===== src/rtl/axis_spm_config_writer_if.sv =====
// PS-side write stream into the SPM config writer: one staged word per beat,
// with an optional commit (last) carrying the target register address.
interface axis_spm_config_writer_if;
   logic [31:0] s_wr_tdata;
   logic [3:0]  s_wr_index;
   logic [31:0] s_wr_cfgaddr;
   logic        s_wr_last;
   logic        s_wr_tvalid;
   logic        s_wr_tready;

   modport master (
      output s_wr_tdata, s_wr_index, s_wr_cfgaddr, s_wr_last, s_wr_tvalid,
      input  s_wr_tready
   );

   modport slave (
      input  s_wr_tdata, s_wr_index, s_wr_cfgaddr, s_wr_last, s_wr_tvalid,
      output s_wr_tready
   );
endinterface


===== src/rtl/axis_spm_config_writer.sv =====
// Stages 32-bit words into config_data and pulses config_addr per commit.
// Optional commit counter enabled by defining CFG_COMMIT_COUNT_EN.
module axis_spm_config_writer #(
   parameter int          CFG_DATA_WIDTH = 512,
   parameter int          NWORDS         = CFG_DATA_WIDTH / 32,
   parameter int          HOLD_CYCLES    = 2,
   parameter logic [31:0] IDLE_ADDR      = 32'd0
) (
   input  logic                      a_clk,
   input  logic                      a_resetn,
   axis_spm_config_writer_if.slave   s_wr,
   output logic [31:0]               config_addr,
   output logic [CFG_DATA_WIDTH-1:0] config_data,
   output logic                      busy,
   output logic                      err_idle_addr
`ifdef CFG_COMMIT_COUNT_EN
   ,
   output logic [15:0]               commit_count
`endif
);

   localparam int HW = (HOLD_CYCLES > 1) ? $clog2(HOLD_CYCLES) : 1;
   localparam logic [HW-1:0] HOLD_LAST = HW'(HOLD_CYCLES - 1);

   typedef enum logic [1:0] {
      S_IDLE,
      S_PRESENT,
      S_GAP
   } state_e;

   state_e                    state_q, state_d;
   logic [HW-1:0]             hold_q, hold_d;
   logic [31:0]               addr_q, addr_d;
   logic [CFG_DATA_WIDTH-1:0] data_q, data_d;
   logic                      tready_q, tready_d;
   logic                      busy_q, busy_d;
   logic                      err_q, err_d;
   logic                      acc, is_idle_tgt, commit;

   assign acc         = s_wr.s_wr_tvalid & tready_q;
   assign is_idle_tgt = (s_wr.s_wr_cfgaddr == IDLE_ADDR);
   assign commit      = acc & s_wr.s_wr_last & ~is_idle_tgt;

   always_comb begin
      state_d  = state_q;
      hold_d   = hold_q;
      addr_d   = addr_q;
      data_d   = data_q;
      err_d    = err_q | (acc & s_wr.s_wr_last & is_idle_tgt);
      // tready_q is only ever high in IDLE, so acc implies IDLE here
      for (int i = 0; i < NWORDS; i++) begin
         if (acc && int'(s_wr.s_wr_index) == i) begin
            data_d[32*i +: 32] = s_wr.s_wr_tdata;
         end
      end
      unique case (state_q)
         S_IDLE: begin
            if (commit) begin
               state_d = S_PRESENT;
               hold_d  = '0;
               addr_d  = s_wr.s_wr_cfgaddr;
            end
         end
         S_PRESENT: begin
            if (hold_q == HOLD_LAST) begin
               state_d = S_GAP;
               addr_d  = IDLE_ADDR;
            end else begin
               hold_d = hold_q + HW'(1);
            end
         end
         S_GAP: begin
            state_d = S_IDLE;
         end
         default: begin
            state_d = S_IDLE;
            addr_d  = IDLE_ADDR;
         end
      endcase
      tready_d = (state_d == S_IDLE);
      busy_d   = (state_d != S_IDLE);
   end

   always_ff @(posedge a_clk or negedge a_resetn) begin
      if (!a_resetn) begin
         state_q  <= S_IDLE;
         hold_q   <= '0;
         addr_q   <= IDLE_ADDR;
         data_q   <= '0;
         tready_q <= 1'b0;
         busy_q   <= 1'b0;
         err_q    <= 1'b0;
      end else begin
         state_q  <= state_d;
         hold_q   <= hold_d;
         addr_q   <= addr_d;
         data_q   <= data_d;
         tready_q <= tready_d;
         busy_q   <= busy_d;
         err_q    <= err_d;
      end
   end

`ifdef CFG_COMMIT_COUNT_EN
   logic [15:0] cnt_q, cnt_d;

   always_comb begin
      cnt_d = cnt_q + 16'(commit);
   end

   always_ff @(posedge a_clk or negedge a_resetn) begin
      if (!a_resetn) begin
         cnt_q <= '0;
      end else begin
         cnt_q <= cnt_d;
      end
   end

   assign commit_count = cnt_q;
`endif

   assign s_wr.s_wr_tready = tready_q;
   assign config_addr      = addr_q;
   assign config_data      = data_q;
   assign busy             = busy_q;
   assign err_idle_addr    = err_q;

endmodule


===== src/flat_wrapper.sv =====
// flat-port wrapper written by rule: the top's interface ports become plain ports
module axis_spm_config_writer_flat 
#(
   parameter int          CFG_DATA_WIDTH = 512,
   parameter int          NWORDS         = CFG_DATA_WIDTH / 32,
   parameter int          HOLD_CYCLES    = 2,
   parameter logic [31:0] IDLE_ADDR      = 32'd0
)
  (a_clk, a_resetn, config_addr, config_data, busy, err_idle_addr, s_wr_s_wr_tdata, s_wr_s_wr_index, s_wr_s_wr_cfgaddr, s_wr_s_wr_last, s_wr_s_wr_tvalid, s_wr_s_wr_tready);
  axis_spm_config_writer_if s_wr_i ();
  input  logic a_clk;
  input  logic a_resetn;
  output logic [31:0] config_addr;
  output logic [CFG_DATA_WIDTH-1:0] config_data;
  output logic busy;
  output logic err_idle_addr;
  input wire logic [$bits(s_wr_i.s_wr_tdata)-1:0] s_wr_s_wr_tdata;
  input wire logic [$bits(s_wr_i.s_wr_index)-1:0] s_wr_s_wr_index;
  input wire logic [$bits(s_wr_i.s_wr_cfgaddr)-1:0] s_wr_s_wr_cfgaddr;
  input wire logic [$bits(s_wr_i.s_wr_last)-1:0] s_wr_s_wr_last;
  input wire logic [$bits(s_wr_i.s_wr_tvalid)-1:0] s_wr_s_wr_tvalid;
  output wire logic [$bits(s_wr_i.s_wr_tready)-1:0] s_wr_s_wr_tready;
  assign s_wr_i.s_wr_tdata = s_wr_s_wr_tdata;
  assign s_wr_i.s_wr_index = s_wr_s_wr_index;
  assign s_wr_i.s_wr_cfgaddr = s_wr_s_wr_cfgaddr;
  assign s_wr_i.s_wr_last = s_wr_s_wr_last;
  assign s_wr_i.s_wr_tvalid = s_wr_s_wr_tvalid;
  assign s_wr_s_wr_tready = s_wr_i.s_wr_tready;
  axis_spm_config_writer #(.CFG_DATA_WIDTH(CFG_DATA_WIDTH), .NWORDS(NWORDS), .HOLD_CYCLES(HOLD_CYCLES), .IDLE_ADDR(IDLE_ADDR)) u_core (.a_clk(a_clk), .a_resetn(a_resetn), .s_wr(s_wr_i), .config_addr(config_addr), .config_data(config_data), .busy(busy), .err_idle_addr(err_idle_addr));
endmodule

===== config.mk =====
export PLATFORM = sky130hd
export DESIGN_NAME = axis_spm_config_writer_flat
export DESIGN_NICKNAME = d
export VERILOG_FILES = /design/src/rtl/axis_spm_config_writer_if.sv /design/src/rtl/axis_spm_config_writer.sv /design/src/flat_wrapper.sv
export SDC_FILE = /design/constraint.sdc
export NUM_CORES = 1
export LEC_CHECK = 0
export BUFFER_PORTS_ARGS = -buffer_cell sky130_fd_sc_hd__buf_2
export CAP_MARGIN = 30
export CORE_MARGIN = 2
export CORE_UTILIZATION = 28
export DETAILED_ROUTE_END_ITERATION = 10
export PLACE_DENSITY = 0.55
export SLEW_MARGIN = 20
export SYNTH_ARGS = -nofsm -noshare
export SYNTH_HDL_FRONTEND = slang
export SYNTH_SLANG_ARGS = --single-unit

===== constraint.sdc =====
create_clock -name a_clk -period 1.55 [get_ports a_clk]
set_input_delay 0.0775 -clock a_clk [delete_from_list [all_inputs] [get_ports a_clk]]
set_output_delay 0.0775 -clock a_clk [all_outputs]
set_load 0.01 [all_outputs]

==> summary.txt, run 1 <==
Run status
  • Status: complete, but fails checks
  • Failing checks: negative setup slack

Cells and area
  • Fin nets: 2141
  • FF+latch area: 13800 µm²
  • Multi-input logic area: 7990 µm²
  • Core Util, Final: 0.418
  • Fillers: 6817
  • Fraction of layout cells with a size suffix above 1: 0.657
  • P&R area growth vs syn: 47.7%

Yosys
  • Syn Nets: 1373
  • Mapped Cells: 1301
  • Syn_area_per_cell: 16.2 µm²
  • Sequential area share after synthesis: 0.654
  • EDFF count, synth: 0
  • Mapped Area: 21100 µm²
  • Xor/xnor share of the synthesized area: 0
  • Mux contribution to synthesized area: 0.300
  • #FFs+latches synth: 550
  • Top FF cell, synth: dfrtp_1
  • Largest family of logic cells by synthesized area: multiplexers
  • Synth top area share: 0.654
  • Synth warn: 0
  • Cell taking the most area after synthesis: dfrtp_1
  • Post-Synth Simple-Gate Area: 0.0223
  • Adder-cell area share of the yosys netlist: 0
  • Most common cell in the netlist: dfrtp_1
  • Dominant cells by area after synthesis: dfrtp_1 65%, mux2_2 23%, mux2_4 4.3%
  • Async SR Flop Fraction: 1.00
  • Synth cell types: 26
  • Most frequent cells after synthesis: 550 x dfrtp_1, 439 x mux2_2, 68 x nand2_1, 60 x mux2_4, 44 x buf_2
  • Compound-Gate Fraction of Synth Area: 0.00166

Global route
  • Initial antenna violation count: 4
  • First-pass GRT wire length: 104000 µm
  • Vias in the first global route: 15.1k
  • Largest net degree at the start of global routing: 86
  • GR Overflow Total: 0
  • Gr usage total: 0.180

Timing
  • Final setup violation count: 516
  • RSZ-0062 raised after global routing: true
  • Clock skew: 0.0275 ns
  • Slew HR: 0.611
  • Final worst path period need: 1.71 ns
  • Final setup margin: -0.159 ns
  • Max-slew violation count: 0
  • Final Cycle Share: 1.10
  • Achievable frequency: 585 MHz
  • Worst slew pin tran: 0.582 ns
  • Fin. Hold Viols: 0
  • WHS: 0.00713 ns

Pwr
  • Total power: 57.5 mW
  • Pwr/cell area: 1850 nW/µm²
  • Lkg Pwr: 15.8 nW
  • Max rail drop VDD: 1040 µV

Clock network
  • Clock Tree Buf Depth: 3
  • CTS clk-pin slew, worst paths: 0.07 ns
  • Root Driver: clkbuf_16
  • CTS tree: built
  • Num CTS Buffers: 60
  • Clock sink total: 550
  • Clock Latency Late Sink: 0.63 ns
  • # H-tree levels: 2

Critical path
  • Slowest-stage cell, CP: dfrtp_2
  • Worst path required time: 2.04 ns
  • Top delay family on crit path: buffers and inverters
  • Arr. time, crit path: 2.20 ns
  • R2r endpoint: u_core.config_data[238]
  • Max stage delay on crit path: 0.41 ns
  • Crit start category: register
  • WS Path Type: reg2reg
  • Crit path to: u_core.config_data[238]
  • Origin of the worst setup path: u_core.s_wr.s_wr_tready
  • CP max FO: 5
  • Crit Reg-Reg Startpoint: u_core.s_wr.s_wr_tready
  • Critical path depth: 6
  • Flop2flop setup slack: -0.16 ns
  • R2R depth: 6
  • Critical path cell sequence: nand4b_1 -> buf_6 -> nor2_4 -> buf_12 -> clkbuf_16 -> mux2_4
  • Bufs and invs on worst path: 3
  • Crit end category: register

Run
  • Max-cap violation count: 0

Floorplanning
  • Io pins: 619
  • Initial core utilization: 0.283
  • Row count: 100
  • Die area: 77400 µm²
  • CORE AREA: 74400 µm²
  • Die Span Y: 278 µm
  • Die W: 278 µm

Place
  • I/O Buffers: 618
  • Routability cong.: 0.775
  • Dpl hpwl: 48400 µm

Drt
  • Routed Antenna Nets: 0
  • Pre-antenna DRT Iters: 5
  • Max Used Layer: met5
  • Via count: 14.3k
  • DRT iter0 DRCs: 672
  • Met1 wire length: 32700 µm
  • Via density: 4.62
  • Metal3 WL: 4820 µm
  • DRC: 0
  • Total Wirelength: 77300 µm
  • Routed wire per std cell: 25.1 µm
  • Met2 routed WL: 37400 µm

Min path
  • Hold Crit Start: s_wr_s_wr_cfgaddr[5]
  • Hold crit path type: in2reg
## area by class of cell
| type | instances | share of cell area |
|---|---|---|
| Clock inverter | 31 | 0.0136 |
| Multi-Input combinational cell | 655 | 0.257 |
| Inverter | 1 | 0.000121 |
| Clock buffer | 79 | 0.0545 |
| Timing Repair Buffer | 801 | 0.193 |
| Tap cell | 969 | 0.0390 |
| Antenna cell | 1 | 0.0000804 |
| Sequential cell | 550 | 0.443 |
## worst reg2reg max path: cells and delay by family (launching register included)
family	cells	cell delay (ns)
buf+inv	3	0.53
flops	1	0.41
mux	1	0.30
simple gates	2	0.34
## how the worst min path moves through the flow
stage	to	cells after the start
floorplan	u_core.busy	0
global placement	u_core.config_data[372]	1
detailed placement	u_core.config_data[366]	1
CTS	u_core.err_idle_addr	5
global route	u_core.err_idle_addr	5
finish	u_core.err_idle_addr	5
## sequential cells by signal, summed over array words and instances (netlist names)
register,flops
u_core.s_wr.s_wr_tready,1
u_core.config_addr,32
u_core.hold_q,1
u_core.state_q,2
u_core.busy,1
u_core.err_idle_addr,1
u_core.config_data,512
## cells by family (layout without fill, tap and decap cells)
kind of cell,after synthesis,after routing
AND/OR/NAND/NOR,106,106
AO/OA/AOI/OAI,5,5
buffers and inverters,96,912
flip-flops,550,550
multiplexers,544,544
other,0,1
## through the flow
step	cell area (µm²)	TNS, ns	setup slack, ns	std cells
final	31100	-47.33	-0.159	3087
after global routing	31100	-79.74	-0.225	3086
after CTS	29400	-64.57	-0.188	3050
after detailed placement	26000	-72.87	-0.285	2869
after global placement	26000	-51.31	-0.258	2869
after floorplan	21100	-4.54	-0.0746	1301
## per-layer routing
metal,vias to the layer above,GRT usage
li1,6100,-
met1,7538,0.222
met2,497,0.306
met3,137,0.0471
met4,4,0.0589
met5,-,0
## cell usage in the layout (no fill, tap or decap), types with 4 or more instances in the layout
cell type,instances
bufinv_16,9
clkbuf_1,8
nor4_2,4
clkbuf_16,82
nor2_4,9
nor4_1,4
dlygate4sd3_1,45
dfrtp_1,549
clkinvlp_4,7
mux2_2,185
buf_2,615
buf_6,16
buf_4,29
buf_16,15
buf_8,10
nand2_1,66
buf_12,50
mux2_1,10
mux2i_1,30
clkbuf_8,10
clkinv_2,11
mux2_4,317
## where the power goes
part,internal (mW),total [mW],switching [mW],leakage [nW]
combinational,10.1,19.2,9.15,7.92
clock,9.18,15.4,6.18,1.03
sequential,19.8,22.9,3.10,6.90
total,39.1,57.5,18.4,15.8
## repair_timing
item,in CTS,in global routing
setup endpoints to repair,513,559
buffers inserted,16,15
pin swaps,9,15
hold buffers,44,8
resized for setup,96,265
hold endpoints to repair,646,10
gates cloned,12,26
Power figures use the tool's default switching activity.
==> inputs of run 2 (changes only) <==
PLACE_DENSITY = 0.58   (was 0.55)
==> summary.txt, run 2 (same netlist as run 1, synthesis figures left out) <==
Critical path
  • Arr. time, crit path: 2.22 ns (+0.02 ns)
  • WS Path Type: reg2reg
  • CP max FO: 11 (+6)
  • Crit start category: register
  • Worst path required time: 2.04 ns (about the same)
  • Crit end category: register

Run status
  • Failing checks: negative setup slack
  • Status: complete, but fails checks

Clock network
  • CTS clk-pin slew, worst paths: 0.06 ns (about the same)
  • Clock Tree Buf Depth: 3 (unchanged)
  • Num CTS Buffers: 60 (unchanged)
  • CTS tree: built
  • Clock sink total: 550 (unchanged)
  • Clock Latency Late Sink: 0.62 ns (about the same)
  • Root Driver: clkbuf_16
  • # H-tree levels: 2 (unchanged)

Timing
  • Max-slew violation count: 0 (unchanged)
  • Slew HR: 0.600 (-0.0108)
  • RSZ-0062 raised after global routing: true
  • Achievable frequency: 579 MHz (-1.0%)
  • WHS: 0.00552 ns (-0.00161 ns)
  • Worst slew pin tran: 0.600 ns (+0.0184 ns)
  • Final setup margin: -0.177 ns (-0.0173 ns)
  • Final Cycle Share: 1.11 (+0.0112)
  • Final setup violation count: 494 (-4.3%)
  • Clock skew: 0.0212 ns (-0.00623 ns)
  • Fin. Hold Viols: 0 (unchanged)
  • Final worst path period need: 1.73 ns (+0.0173 ns)

Drt
  • Via density: 4.62 (-0.12%)
  • DRC: 0 (unchanged)
  • Routed Antenna Nets: 0 (unchanged)
  • Total Wirelength: 75200 µm (-2.8%)
  • Pre-antenna DRT Iters: 4 (-1)
  • Via count: 14.2k (-0.67%)
  • Routed wire per std cell: 24.5 µm (-2.2%)
  • DRT iter0 DRCs: 689 (+2.5%)

Cells and area
  • Core Util, Final: 0.412 (-0.00580)
  • Fraction of layout cells with a size suffix above 1: 0.650 (-0.00707)
  • Fillers: 6865 (+0.70%)
  • Non-Filler Instances: 3070 (-0.55%)
  • Fin nets: 2124 (-0.79%)
  • Most frequent cells in the layout: 602 x buf_2, 550 x dfrtp_1, 302 x mux2_4
  • Max reg flops: 512 (unchanged)
  • Commonest non-fill, non-tap cell in the layout: buf_2
  • P&R area growth vs syn: 45.7%

Global route
  • Vias in the first global route: 14.9k (-1.2%)
  • Met2 GRT Util: 0.289 (-0.0171)
  • Gr usage total: 0.174 (-0.00600)
  • Most Crowded Layer GR: met2
  • GR Overflow Total: 0 (unchanged)
  • Global routing met1 resource utilization: 0.218 (-0.00373)
  • Largest net degree at the start of global routing: 50 (-42%)
  • Initial antenna violation count: 4 (unchanged)
  • Met3 usage: 0.0440 (-0.00311)
  • First-pass GRT wire length: 101000 µm (-2.8%)

Place
  • Dpl cells: 2872 (+0.10%)
  • Routability cong.: 0.840 (+8.5%)
  • I/O Buffers: 618 (unchanged)
  • Dpl hpwl: 48000 µm (-0.89%)

Floorplanning
  • Row count: 100 (unchanged)
  • Die area: 77400 µm² (unchanged)
  • Die Span Y: 278 µm (unchanged)
  • CORE AREA: 74400 µm² (unchanged)
  • Die W: 278 µm (unchanged)
  • Initial core utilization: 0.283 (unchanged)
  • Io pins: 619 (unchanged)

Pwr
  • Lkg Pwr: 15.7 nW (-1.1%)
  • Pwr/cell area: 1830 nW/µm² (-1.2%)
  • Max rail drop VDD: 971 µV (-6.3%)
  • Total power: 56.1 mW (-2.6%)

Min path
  • Hold crit path type: in2reg

Run
  • Max-cap violation count: 0 (unchanged)
run 2: final cells by class:
type                    count  area (µm²)  share of cell area
diodes                      1        2.50           0.0000816
clock buffers              96        1860              0.0606
clock inverters            14         135             0.00441
inverters                   1        3.75            0.000122
multi-input cells         655        7940               0.259
flip-flops and latches    550       13800               0.449
well taps                 969        1210              0.0395
repair buffers            784        5760               0.188
run 2: final timing paths:
path | startpoint | endpoint | slack, ns | depth (start not counted)
min | s_wr_s_wr_cfgaddr[8] | u_core.config_addr[8] | 0.006 | 4
max in group asynchronous | a_resetn | u_core.config_data[486] | 0.64 | 3
max reg2reg | u_core.s_wr.s_wr_tready | u_core.config_data[208] | -0.18 | 7
max | u_core.s_wr.s_wr_tready | u_core.config_data[208] | -0.18 | 7
min in group asynchronous | a_resetn | u_core.config_data[399] | 0.02 | 2
min reg2reg | u_core.err_idle_addr | u_core.err_idle_addr | 0.46 | 1
run 2: timing repair:
| action | CTS | global route |
|---|---|---|
| pin swaps | 5 | 11 |
| endpoints found under the hold margin | 632 | 13 |
| hold buffers | 42 | 12 |
| endpoints found under the setup margin | 507 | 548 |
| setup buffers | 13 | 11 |
| gates cloned | 8 | 27 |
| gates resized for setup | 73 | 255 |
run 2: stage by stage:
| stage | setup TNS, ns | area [µm²] | setup WS, ns |
|---|---|---|---|
| 6_report | -48.19 | 30700 | -0.177 |
| 5_1_grt | -88.14 | 30700 | -0.243 |
| 4_1_cts | -56.26 | 29000 | -0.193 |
| 3_5_place_dp | -57.64 | 26000 | -0.207 |
| 3_3_place_gp | -44.69 | 26000 | -0.185 |
| 2_1_floorplan | -4.54 | 21100 | -0.0746 |
run 2: metal layers:
metal / part of all wire / vias to the layer above
li1: - / 6042
met1: 0.43 / 7508
met2: 0.48 / 488
met3: 0.060 / 138
met4: 0.033 / 4
met5: 0.00033 / -
run 2: report_power, final:
group          internal, mW  total (mW)  switching (mW)
combinational          9.86        18.8            8.99
clock                  8.49        14.3            5.82
sequential             19.8        22.9            3.08
run 2: worst max-delay path, stage by stage (launching register included):
cell and delay (ns):
dfrtp_1 0.38, buf_6 0.12, nand4b_1 0.14, buf_6 0.18, nor2_4 0.10, buf_12 0.15, buf_12 0.18, mux2_2 0.35
==> inputs of run 3 (changes only) <==
CELL_PAD_IN_SITES_DETAIL_PLACEMENT = 1   (was unset)
CELL_PAD_IN_SITES_GLOBAL_PLACEMENT = 2   (was unset)
CORE_ASPECT_RATIO = 1.5   (was unset)
PLACE_DENSITY = 0.76   (was 0.58)
SKIP_LAST_GASP = 1   (was unset)
==> summary.txt, run 3 (same netlist as run 1, synthesis figures left out) <==
Pwr
  • Total power: 55.9 mW (-0.28%)
  • Pwr/cell area: 1820 nW/µm² (-0.55%)
  • Max rail drop VDD: 1030 µV (+6.5%)
  • Lkg Pwr: 15.7 nW (+0.18%)

Cells and area
  • Non-Filler Instances: 3127 (+1.9%)
  • Fillers: 7791 (+13%)
  • Most frequent cells in the layout: 617 x buf_2, 549 x dfrtp_1, 254 x mux2_4
  • P&R area growth vs syn: 46.1%
  • Commonest non-fill, non-tap cell in the layout: buf_2
  • Fin nets: 2156 (+1.5%)
  • Fraction of layout cells with a size suffix above 1: 0.659 (+0.00993)
  • Post-Layout Inst Area: 30800 µm² (+0.27%)
  • Max reg flops: 512 (unchanged)

Timing
  • Slew HR: 0.490 (-0.110)
  • Max-slew violation count: 0 (unchanged)
  • WHS: 0.0180 ns (+0.0124 ns)
  • Final setup margin: -0.174 ns (+0.00280 ns)
  • RSZ-0062 raised after global routing: true
  • Worst slew pin tran: 0.763 ns (+0.162 ns)
  • Final Cycle Share: 1.11 (-0.00181)
  • Clock skew: 0.0149 ns (-0.00638 ns)
  • Final worst path period need: 1.72 ns (-0.00280 ns)
  • Final setup violation count: 498 (+0.81%)
  • Fin. Hold Viols: 0 (unchanged)
  • Achievable frequency: 580 MHz (+0.16%)

Drt
  • Total Wirelength: 88800 µm (+18%)
  • DRC: 0 (unchanged)
  • Via count: 14.5k (+2.2%)
  • Pre-antenna DRT Iters: 4 (unchanged)
  • Via density: 4.63 (+0.33%)
  • Routed wire per std cell: 28.4 µm (+16%)
  • Routed Antenna Nets: 0 (unchanged)
  • DRT iter0 DRCs: 627 (-9.0%)

Floorplanning
  • Die Span Y: 340 µm (+22%)
  • Die W: 228 µm (-18%)
  • Io pins: 619 (unchanged)
  • Row count: 123 (+23%)
  • CORE AREA: 74800 µm² (+0.47%)
  • Die area: 77500 µm² (about the same)
  • Initial core utilization: 0.282 (-0.00132)

Critical path
  • Flop2flop setup slack: -0.17 ns (about the same)
  • Crit end category: register
  • CP max FO: 10 (-1)
  • Arr. time, crit path: 2.20 ns (-0.02 ns)
  • Max stage delay on crit path: 0.41 ns (+0.03 ns)
  • Origin of the worst setup path: u_core.s_wr.s_wr_tready
  • R2R depth: 6 (-1)
  • Crit start category: register
  • Critical path cell sequence: nand4b_1 -> buf_6 -> nor2_4 -> buf_12 -> buf_12 -> mux2_2
  • Crit Reg-Reg Startpoint: u_core.s_wr.s_wr_tready
  • Slowest-stage cell, CP: dfrtp_2
  • R2r endpoint: u_core.config_data[304]
  • WS Path Type: reg2reg
  • Worst path required time: 2.02 ns (-0.02 ns)
  • Top cell by count, worst path: buf_12

Global route
  • Met2 GRT Util: 0.368 (+0.0786)
  • Most Crowded Layer GR: met2
  • Global routing met1 resource utilization: 0.217 (-0.00141)
  • First-pass GRT wire length: 113000 µm (+12%)
  • Vias in the first global route: 15.8k (+6.1%)
  • Gr usage total: 0.198 (+0.0238)
  • Initial antenna violation count: 5 (+1)
  • Met3 usage: 0.0436 (-0.000424)
  • GR Overflow Total: 0 (unchanged)
  • Largest net degree at the start of global routing: 76 (+52%)

Clock network
  • Root Driver: clkbuf_16
  • Num CTS Buffers: 54 (-10%)
  • Clock Latency Late Sink: 0.62 ns (about the same)
  • CTS tree: built
  • CTS clk-pin slew, worst paths: 0.06 ns (about the same)
  • Clock sink total: 550 (unchanged)
  • # H-tree levels: 2 (unchanged)
  • Clock Tree Buf Depth: 3 (unchanged)

Min path
  • Hold crit path type: in2reg
  • Worst hold endpoint: u_core.err_idle_addr
  • Hold Crit Start: s_wr_s_wr_last
  • Hold path cells: 4 (unchanged)

Place
  • Dpl hpwl: 54600 µm (+14%)
  • I/O Buffers: 618 (unchanged)
  • Post-DP Area: 26300 µm² (+1.1%)
  • Dpl cells: 2920 (+1.7%)
  • Routability cong.: 0.795 (-5.4%)

Run
  • Max-cap violation count: 0 (unchanged)

Run status
  • Status: complete, but fails checks
  • Failing checks: negative setup slack
run 3: cell type report:
cell class	count	area, µm²	share of cell area
tap	1000	1250	0.0407
clock buffer	76	1560	0.0508
antenna	1	2.50	0.0000814
timing repair buffer	822	6200	0.202
sequential	550	13800	0.448
multi-input combinational	655	7720	0.251
clock inverter	22	245	0.00797
inverter	1	3.75	0.000122
run 3: where the power goes:
group | switching, mW | internal [mW]
clock | 5.83 | 7.71
sequential | 3.18 | 19.8
combinational | 9.58 | 9.76
run 3: critical path, delay by kind of cell, from the launching register on:
family	cells	cell delay, ns
buffers and inverters	3	0.49
AND/OR/NAND/NOR	2	0.32
multiplexers	1	0.35
flip-flops	1	0.41
run 3: worst max path at each step:
stage,depth (start not counted),end
2_1_floorplan,5,u_core.config_data[257]
3_3_place_gp,8,u_core.config_addr[20]
3_5_place_dp,8,u_core.config_addr[21]
4_1_cts,5,u_core.config_data[208]
5_1_grt,6,u_core.config_data[337]
6_report,6,u_core.config_data[304]
run 3: metrics by stage:
stage / setup TNS [ns] / setup slack (ns) / util
2_1_floorplan: -4.54 / -0.0746 / -
3_3_place_gp: -30.69 / -0.353 / 0.351
3_5_place_dp: -63.92 / -0.344 / 0.351
4_1_cts: -31.28 / -0.121 / 0.387
5_1_grt: -72.61 / -0.209 / 0.411
6_report: -44.66 / -0.174 / 0.411
run 3: routing by layer:
metal | part of all wire | vias up
met1 | 0.37 | 7689
met3 | 0.053 | 164
met4 | 0.038 | 10
li1 | - | 6100
met2 | 0.54 | 528
met5 | 0.00072 | -
run 3: timing repair:
action,CTS,global route
setup endpoints to repair,543,546
pin swaps,1,8
buffers inserted,9,19
resized for setup,36,226
endpoints found under the hold margin,604,4
gates cloned,10,33
hold buffers,38,3
